$ cat src/rtl/sdram_arb_pkg.sv
// Shared types and defaults for the two-master SDRAM arbiter.
package sdram_arb_pkg;

  localparam int unsigned MAX_HOLD_DEFAULT = 4;
  localparam int unsigned HOLD_W           = 4;
  localparam int unsigned DATA_W           = 32;

  typedef enum logic [1:0] {
    StIdle,
    StGrant,
    StRdWait
  } arb_state_e;

  // True when the grant must be given up after the transaction just completed.
  function automatic logic release_grant(input logic [HOLD_W-1:0] hold_inc,
                                         input logic [HOLD_W-1:0] max_hold,
                                         input logic              other_req);
    return other_req || (hold_inc == max_hold);
  endfunction

endpackage

$ cat src/rtl/arb_rr2.sv
// Two-input round-robin picker: on a tie the requester that did not own last wins.
module arb_rr2 (
  input  logic [1:0] i_req,
  input  logic       i_last,
  output logic       o_winner,
  output logic       o_valid
);

  always_comb begin
    o_winner = 1'b0;
    case (i_req)
      2'b01:   o_winner = 1'b0;
      2'b10:   o_winner = 1'b1;
      2'b11:   o_winner = ~i_last;
      default: o_winner = 1'b0;
    endcase
  end

  assign o_valid = |i_req;

endmodule

$ cat src/rtl/sdram_arbiter.sv
// Two-master SDRAM command arbiter: one-cycle arbitration, bounded grant hold,
// single outstanding read.
module sdram_arbiter
  import sdram_arb_pkg::*;
#(
  parameter int unsigned MAX_HOLD = MAX_HOLD_DEFAULT
) (
  input  logic              clk,
  input  logic              rst_n,
  input  logic [DATA_W-1:0] m0_address,
  input  logic              m0_read,
  input  logic              m0_write,
  input  logic [DATA_W-1:0] m0_writedata,
  output logic              m0_waitrequest,
  output logic [DATA_W-1:0] m0_readdata,
  output logic              m0_readdatavalid,
  input  logic [DATA_W-1:0] m1_address,
  input  logic              m1_read,
  input  logic              m1_write,
  input  logic [DATA_W-1:0] m1_writedata,
  output logic              m1_waitrequest,
  output logic [DATA_W-1:0] m1_readdata,
  output logic              m1_readdatavalid,
  output logic [DATA_W-1:0] sd_address,
  output logic              sd_read,
  output logic              sd_write,
  output logic [DATA_W-1:0] sd_writedata,
  input  logic              sd_waitrequest,
  input  logic [DATA_W-1:0] sd_readdata,
  input  logic              sd_readdatavalid
);

  localparam logic [HOLD_W-1:0] MaxHoldW = HOLD_W'(MAX_HOLD);

  arb_state_e        r_state;
  logic              r_owner;
  logic              r_last;
  logic [HOLD_W-1:0] r_hold;

  logic [1:0]        w_req;
  logic              w_win;
  logic              w_win_valid;
  logic              w_own_rd;
  logic              w_own_wr;
  logic              w_own_req;
  logic              w_oth_req;
  logic [DATA_W-1:0] w_own_addr;
  logic [DATA_W-1:0] w_own_wdata;
  logic [HOLD_W-1:0] w_hold_inc;
  logic              w_release;

  assign w_req = {m1_read | m1_write, m0_read | m0_write};

  arb_rr2 u_arb_rr2 (
    .i_req    (w_req),
    .i_last   (r_last),
    .o_winner (w_win),
    .o_valid  (w_win_valid)
  );

  always_comb begin
    w_own_rd    = m0_read;
    w_own_wr    = m0_write;
    w_own_addr  = m0_address;
    w_own_wdata = m0_writedata;
    if (r_owner) begin
      w_own_rd    = m1_read;
      w_own_wr    = m1_write;
      w_own_addr  = m1_address;
      w_own_wdata = m1_writedata;
    end
  end

  assign w_own_req  = w_own_rd | w_own_wr;
  assign w_oth_req  = r_owner ? w_req[0] : w_req[1];
  assign w_hold_inc = r_hold + 4'd1;
  assign w_release  = release_grant(w_hold_inc, MaxHoldW, w_oth_req);

  // A read takes priority if a master illegally asserts read and write together.
  always_ff @(posedge clk) begin
    if (!rst_n) begin
      r_state <= StIdle;
      r_owner <= 1'b0;
      r_last  <= 1'b1;
      r_hold  <= '0;
    end else begin
      unique case (r_state)
        StIdle: begin
          if (w_win_valid) begin
            r_state <= StGrant;
            r_owner <= w_win;
            r_hold  <= '0;
          end
        end
        StGrant: begin
          if (!w_own_req) begin
            r_state <= StIdle;
            r_last  <= r_owner;
          end else if (!sd_waitrequest) begin
            if (w_own_rd) begin
              r_state <= StRdWait;
            end else begin
              r_hold <= w_hold_inc;
              if (w_release) begin
                r_state <= StIdle;
                r_last  <= r_owner;
              end
            end
          end
        end
        StRdWait: begin
          if (sd_readdatavalid) begin
            r_hold <= w_hold_inc;
            if (w_release) begin
              r_state <= StIdle;
              r_last  <= r_owner;
            end else begin
              r_state <= StGrant;
            end
          end
        end
        default: r_state <= StIdle;
      endcase
    end
  end

  // Command path is a pure mux in GRANT so the owner sees SDRAM backpressure directly.
  always_comb begin
    m0_waitrequest   = 1'b1;
    m1_waitrequest   = 1'b1;
    m0_readdatavalid = 1'b0;
    m1_readdatavalid = 1'b0;
    sd_address       = '0;
    sd_writedata     = '0;
    sd_read          = 1'b0;
    sd_write         = 1'b0;
    unique case (r_state)
      StGrant: begin
        sd_address   = w_own_addr;
        sd_writedata = w_own_wdata;
        sd_read      = w_own_rd;
        sd_write     = w_own_wr;
        if (r_owner) begin
          m1_waitrequest = sd_waitrequest;
        end else begin
          m0_waitrequest = sd_waitrequest;
        end
      end
      StRdWait: begin
        if (r_owner) begin
          m1_readdatavalid = sd_readdatavalid;
        end else begin
          m0_readdatavalid = sd_readdatavalid;
        end
      end
      default: ;
    endcase
  end

  assign m0_readdata = sd_readdata;
  assign m1_readdata = sd_readdata;

endmodule

$ cat config.mk
export PLATFORM = sky130hd
export DESIGN_NAME = sdram_arbiter
export DESIGN_NICKNAME = d
export VERILOG_FILES = /design/src/rtl/sdram_arb_pkg.sv /design/src/rtl/arb_rr2.sv /design/src/rtl/sdram_arbiter.sv
export SDC_FILE = /design/constraint.sdc
export NUM_CORES = 1
export LEC_CHECK = 0
export ABC_AREA = 1
export BUFFER_PORTS_ARGS = -buffer_cell sky130_fd_sc_hd__buf_2
export CORE_AREA = 2 2 117 119
export DETAILED_ROUTE_END_ITERATION = 10
export DIE_AREA = 0 0 119 121
export PLACE_DENSITY = 0.57
export SLEW_MARGIN = 20
export SYNTH_ARGS = -nofsm -noshare
export SYNTH_HDL_FRONTEND = slang
export SYNTH_SLANG_ARGS = --single-unit
$ cat constraint.sdc
create_clock -name clk -period 2.6 [get_ports clk]
set_input_delay 0.13 -clock clk [delete_from_list [all_inputs] [get_ports clk]]
set_output_delay 0.13 -clock clk [all_outputs]
set_load 0.1 [all_outputs]
======== Yosys cells after proc, flatten, opt, wreduce, memory -nomap -nowiden ========
Index checks and enable logic that the tools add are counted.
W data, S select, Z words.
word-level totals
  register bits after elaboration ......... 8
  input port bits ......................... 168
  output and inout port bits .............. 134
operators by class
  add/subtract/negate cells ............... 1
  eq/ne operators ......................... 13
  muxes and demuxes ....................... 38
  bitwise gates (word level) .............. 4
  reduce and logical (&&, ||, !) cells .... 9
operator list
  kind                   count
  $mux W32               4
  $mux W4                5
  $mux W1                19
  $mux W2                6
  $pmux W4 S3            1
  $ne A2 B2 Y1 const B   4
  $reduce_and A4 Y1      2
  $eq A2 B2 Y1 const B   3
  $ne A3 B3 Y1 const B   2
  $pmux W2 S3            1
  $reduce_and A6 Y1      1
  $add A4 B1 Y4 const B  1
  $eq A4 B3 Y1 const B   1
  $ne A4 B4 Y1 const B   1
  $pmux W1 S2            2
  $or A1 B1 Y1           3
  $reduce_bool A3 Y1     1
  $eq A2 B1 Y1 const B   1
  $logic_not A2 Y1       1
  $ne A2 B1 Y1 const B   1
  $reduce_and A2 Y1      1
  $reduce_bool A2 Y1     1
  $reduce_or A2 Y1       1
  $logic_or A1 B1 Y1     1
  $not A1 Y1             1

======== Depth between registers and ports, before layout ========
  word-level depth ........................ 8
  depth in mapped cells ................... 11

======== By module ========
A second synthesis with hierarchy kept.
unflattened totals
  cells, all modules ...................... 259
  area total of the unflattened synthesis .. 1,829.3 um2
modules (own cells, without submodules)
  module         instances  cells an instance  area an instance (um2)  seq. area each (um2)
  sdram_arbiter  1          256                1,814.2                 160.2
  arb_rr2        1          3                  15.0                    0.0

======== Worst setup path before layout ========
OpenSTA, ideal clock, no wires.
  kind .................................... flip-flop to output port
  from .................................... register r_state[0]
  to ...................................... output m0_readdatavalid
  arrival ................................. 2.724 ns
  required time ........................... 2.470 ns
  slack ................................... -0.254 ns
  stages on the path, launching flop included .. 5
  path buffers ............................ 0
  cells stage by stage .................... dfxtp_1 inv_1 ha_1 inv_1 nor3_1
between the ends
  word-level cells in the longest chain between the ends .. 2
RTL lines
  item                    RTL line              RTL
  from (decl)             sdram_arbiter.sv:35   arb_state_e r_state;
  from (signal assigned)  sdram_arbiter.sv:82   r_state <= StIdle;
  from (signal assigned)  sdram_arbiter.sv:90   r_state <= StGrant;
  from (signal assigned)  sdram_arbiter.sv:97   r_state <= StIdle;
  $eq A2 B2 Y1            sdram_arbiter.sv:137  unique case (r_state)
  $mux W1                 sdram_arbiter.sv:137
  to (decl)               sdram_arbiter.sv:16   output logic m0_readdatavalid,
No other way between the ends.

======== Worst setup path after layout ========
  from .................................... register r_state[1]
  to ...................................... output sd_address[26]
between the ends
  word-level cells in the longest chain between the ends .. 2
RTL lines
  item          RTL line              RTL
  $eq A2 B1 Y1  sdram_arbiter.sv:137
  $mux W32      sdram_arbiter.sv:137
  to (decl)     sdram_arbiter.sv:24   output logic [DATA_W-1:0] sd_address,
No other way between the ends.

==> out/metrics.cfg <==
[floorplan]
die_area_um2 = 14400
io_pins = 302
core_region_area_um2 = 13100
fp.dieH_um = 121
die_width_um = 119
initial_core_util_pct = 14.4
row_count = 42

[power]
p_per_area_nw_per_um2 = 1500
ir_drop_mv = 0.748
total_power_mw = 4.13
power.leakage_nw = 1.63

[routing]
final_antenna_net_count = 0
drtIter0Drc = 120
routedWlPerCell_um = 16.4
wl_um = 9500
dr.pass1.iters = 4
viasPerCell = 3.97
dr_total_vias = 2298
drc = 0

[clocking]
cts_sinks = 8
cts_tree = built
cts-root-buf = clkbuf_16
htreeDepth = 1
cts-buffers-inserted = 3
clkLatencyLatePin_ns = 0.23
clkTransAtPathRegs_ns = 0.04
clockBufferDepth = 2

[synth]
netlist_area_um2 = 1880
synth_warnings = 0
synth_cell_type_count = 25
yosysSeqAreaShare_pct = 8.53
syn-num-nets = 441
synthCells = 268
avgSynthCellArea_um2 = 7.01
synth-seq-cells = 8

[grt]
antenna_found_initial = 2
top_usage_layer = met2
met2_usage_pct = 21.3
grt_max_degree = 46
globalRouteOverflowTotal = 0
grt_pass1_wl_um = 13500
grt_pass1_vias = 2178
use_met1_pct = 15.7
grt_use_total_pct = 12.4
use_met3_pct = 3.90

[sta]
holdWs_ns = 0.170
tightest_slew_ns = 0.519
grt_setup_unrepaired = false
drv_slew = 0
min_period_ns = 2.37
setup_slack_ns = 0.234
period_share_pct = 91.0
setup_viol = 0
fmax_mhz = 423
finalHoldViolCount = 0
slew_headroom_pct = 65.6
skew_ns = 0.00294

[cells_and_area]
final_cell_mix = buf_2, a22o_1, nand2_1
instances_no_fill = 579
final_net_count = 577
fillers = 1470
final_common_cell = buf_2
drive_gt1_share_pct = 56.7
syn_to_final_growth_pct = 46.0

[placement]
portBuffers = 205
pre_cts_slack_ns = 0.358
hpwl_um = 8230
place_inst = 575
routabilityCongestion = 0.909

[worst_setup_path]
worst-setup-path-type = reg2out
crit_start = r_state[1]
timing.rr.start = r_state[1]
max_stage_delay_ns = 0.43
crit_path_end_kind = primary output
required_ns = 2.47
crit_fanout = 22
critPathArrivalTime_ns = 2.24
worst_path_max_delay_cell = buf_2
crit_chain = inv_1, ha_1, nand2_1, clkinv_2, buf_4, a22o_1, buf_2
crit_path_start_kind = flop

[worst_hold_path]
hold_class = in2reg
holdCritStartpoint = rst_n

[run_status]
status = completed

[flow_run]
maxCapViolations = 0

[metrics by stage]
step / util [%] / TNS, ns / area (µm²)
floorplan: - / -0.507 / 1880
global placement: 20.3 / 0 / 2660
detailed placement: 20.3 / 0 / 2660
CTS: 20.9 / 0 / 2740
global route: 20.9 / 0 / 2740
finish: 21.0 / 0 / 2740
[power breakdown]
part           internal [mW]  switching, mW
clock network          0.198         0.0587
logic                  0.729           2.94
registers              0.168         0.0299
total                   1.09           3.03
[critical path: cells and delay by family, from the launching register on]
| family | cells | cell delay (ns) |
|---|---|---|
| adders and majority gates | 1 | 0.29 |
| and+or+nand+nor | 1 | 0.11 |
| AOI/OAI and AO/OA | 1 | 0.18 |
| DFF | 1 | 0.32 |
| buffers and inverters | 4 | 1.11 |
[routing by layer]
| metal | vias to the layer above | part of all wire [%] |
|---|---|---|
| met3 | 4 | 9.3 |
| li1 | 1134 | - |
| met5 | - | 0 |
| met2 | 145 | 48 |
| met1 | 1015 | 43 |
| met4 | 0 | 0.37 |
[cells by family (layout without fill, tap and decap cells)]
group	count (synthesis)	in the layout	synth area share, %
compound gates	74	74	33.0
simple gates	78	78	19.4
other cells	0	1	0
flops	8	8	8.53
fa+ha+maj	5	5	3.33
buf+inv	103	237	35.8
[synth_stat cells, drive strengths merged]
cell / instances / area [µm²]
a21oi: 5 / 28.8
a22o: 64 / 561
buf: 79 / 579
dfxtp: 8 / 160
ha: 5 / 62.6
inv: 24 / 92.6
nand2: 42 / 180
nand3: 12 / 65.1
nand3b: 1 / 20.0
nand4: 1 / 6.26
nor2: 20 / 82.6
nor3: 2 / 10.0
o211ai: 1 / 7.51
o21ai: 3 / 15.0
o21bai: 1 / 7.51
[layout make-up]
cell class | instances | area (µm²) | share of cell area [%]
Antenna cell | 1 | 2.50 | 0.0913
Clock buffer | 3 | 75.1 | 2.74
Inverter | 24 | 93.8 | 3.42
Multi-Input combinational cell | 157 | 1050 | 38.4
Sequential cell | 8 | 160 | 5.84
Tap cell | 176 | 220 | 8.03
Timing Repair Buffer | 210 | 1140 | 41.4
[worst paths after layout]
kind                         end  slack, ns  cells past startpoint
setup / recovery  sd_address[26]       0.23                      7
hold / removal        r_state[1]       0.17                      3
setup reg to reg       r_hold[0]       1.08                      9
hold reg to reg           r_last       0.47                      2
[flip-flops by register name (all words and copies together), names as in the netlist]
| name | flops |
|---|---|
| r_hold | 4 |
| r_state | 2 |
| r_last | 1 |
| r_owner | 1 |
[timing repair]
item	4_1_cts	5_1_grt
setup endpoints to repair	0	18
hold buffers	0	0
setup buffers	0	0
resized for setup	0	1
Note: power is estimated with default switching activity, not from simulation.
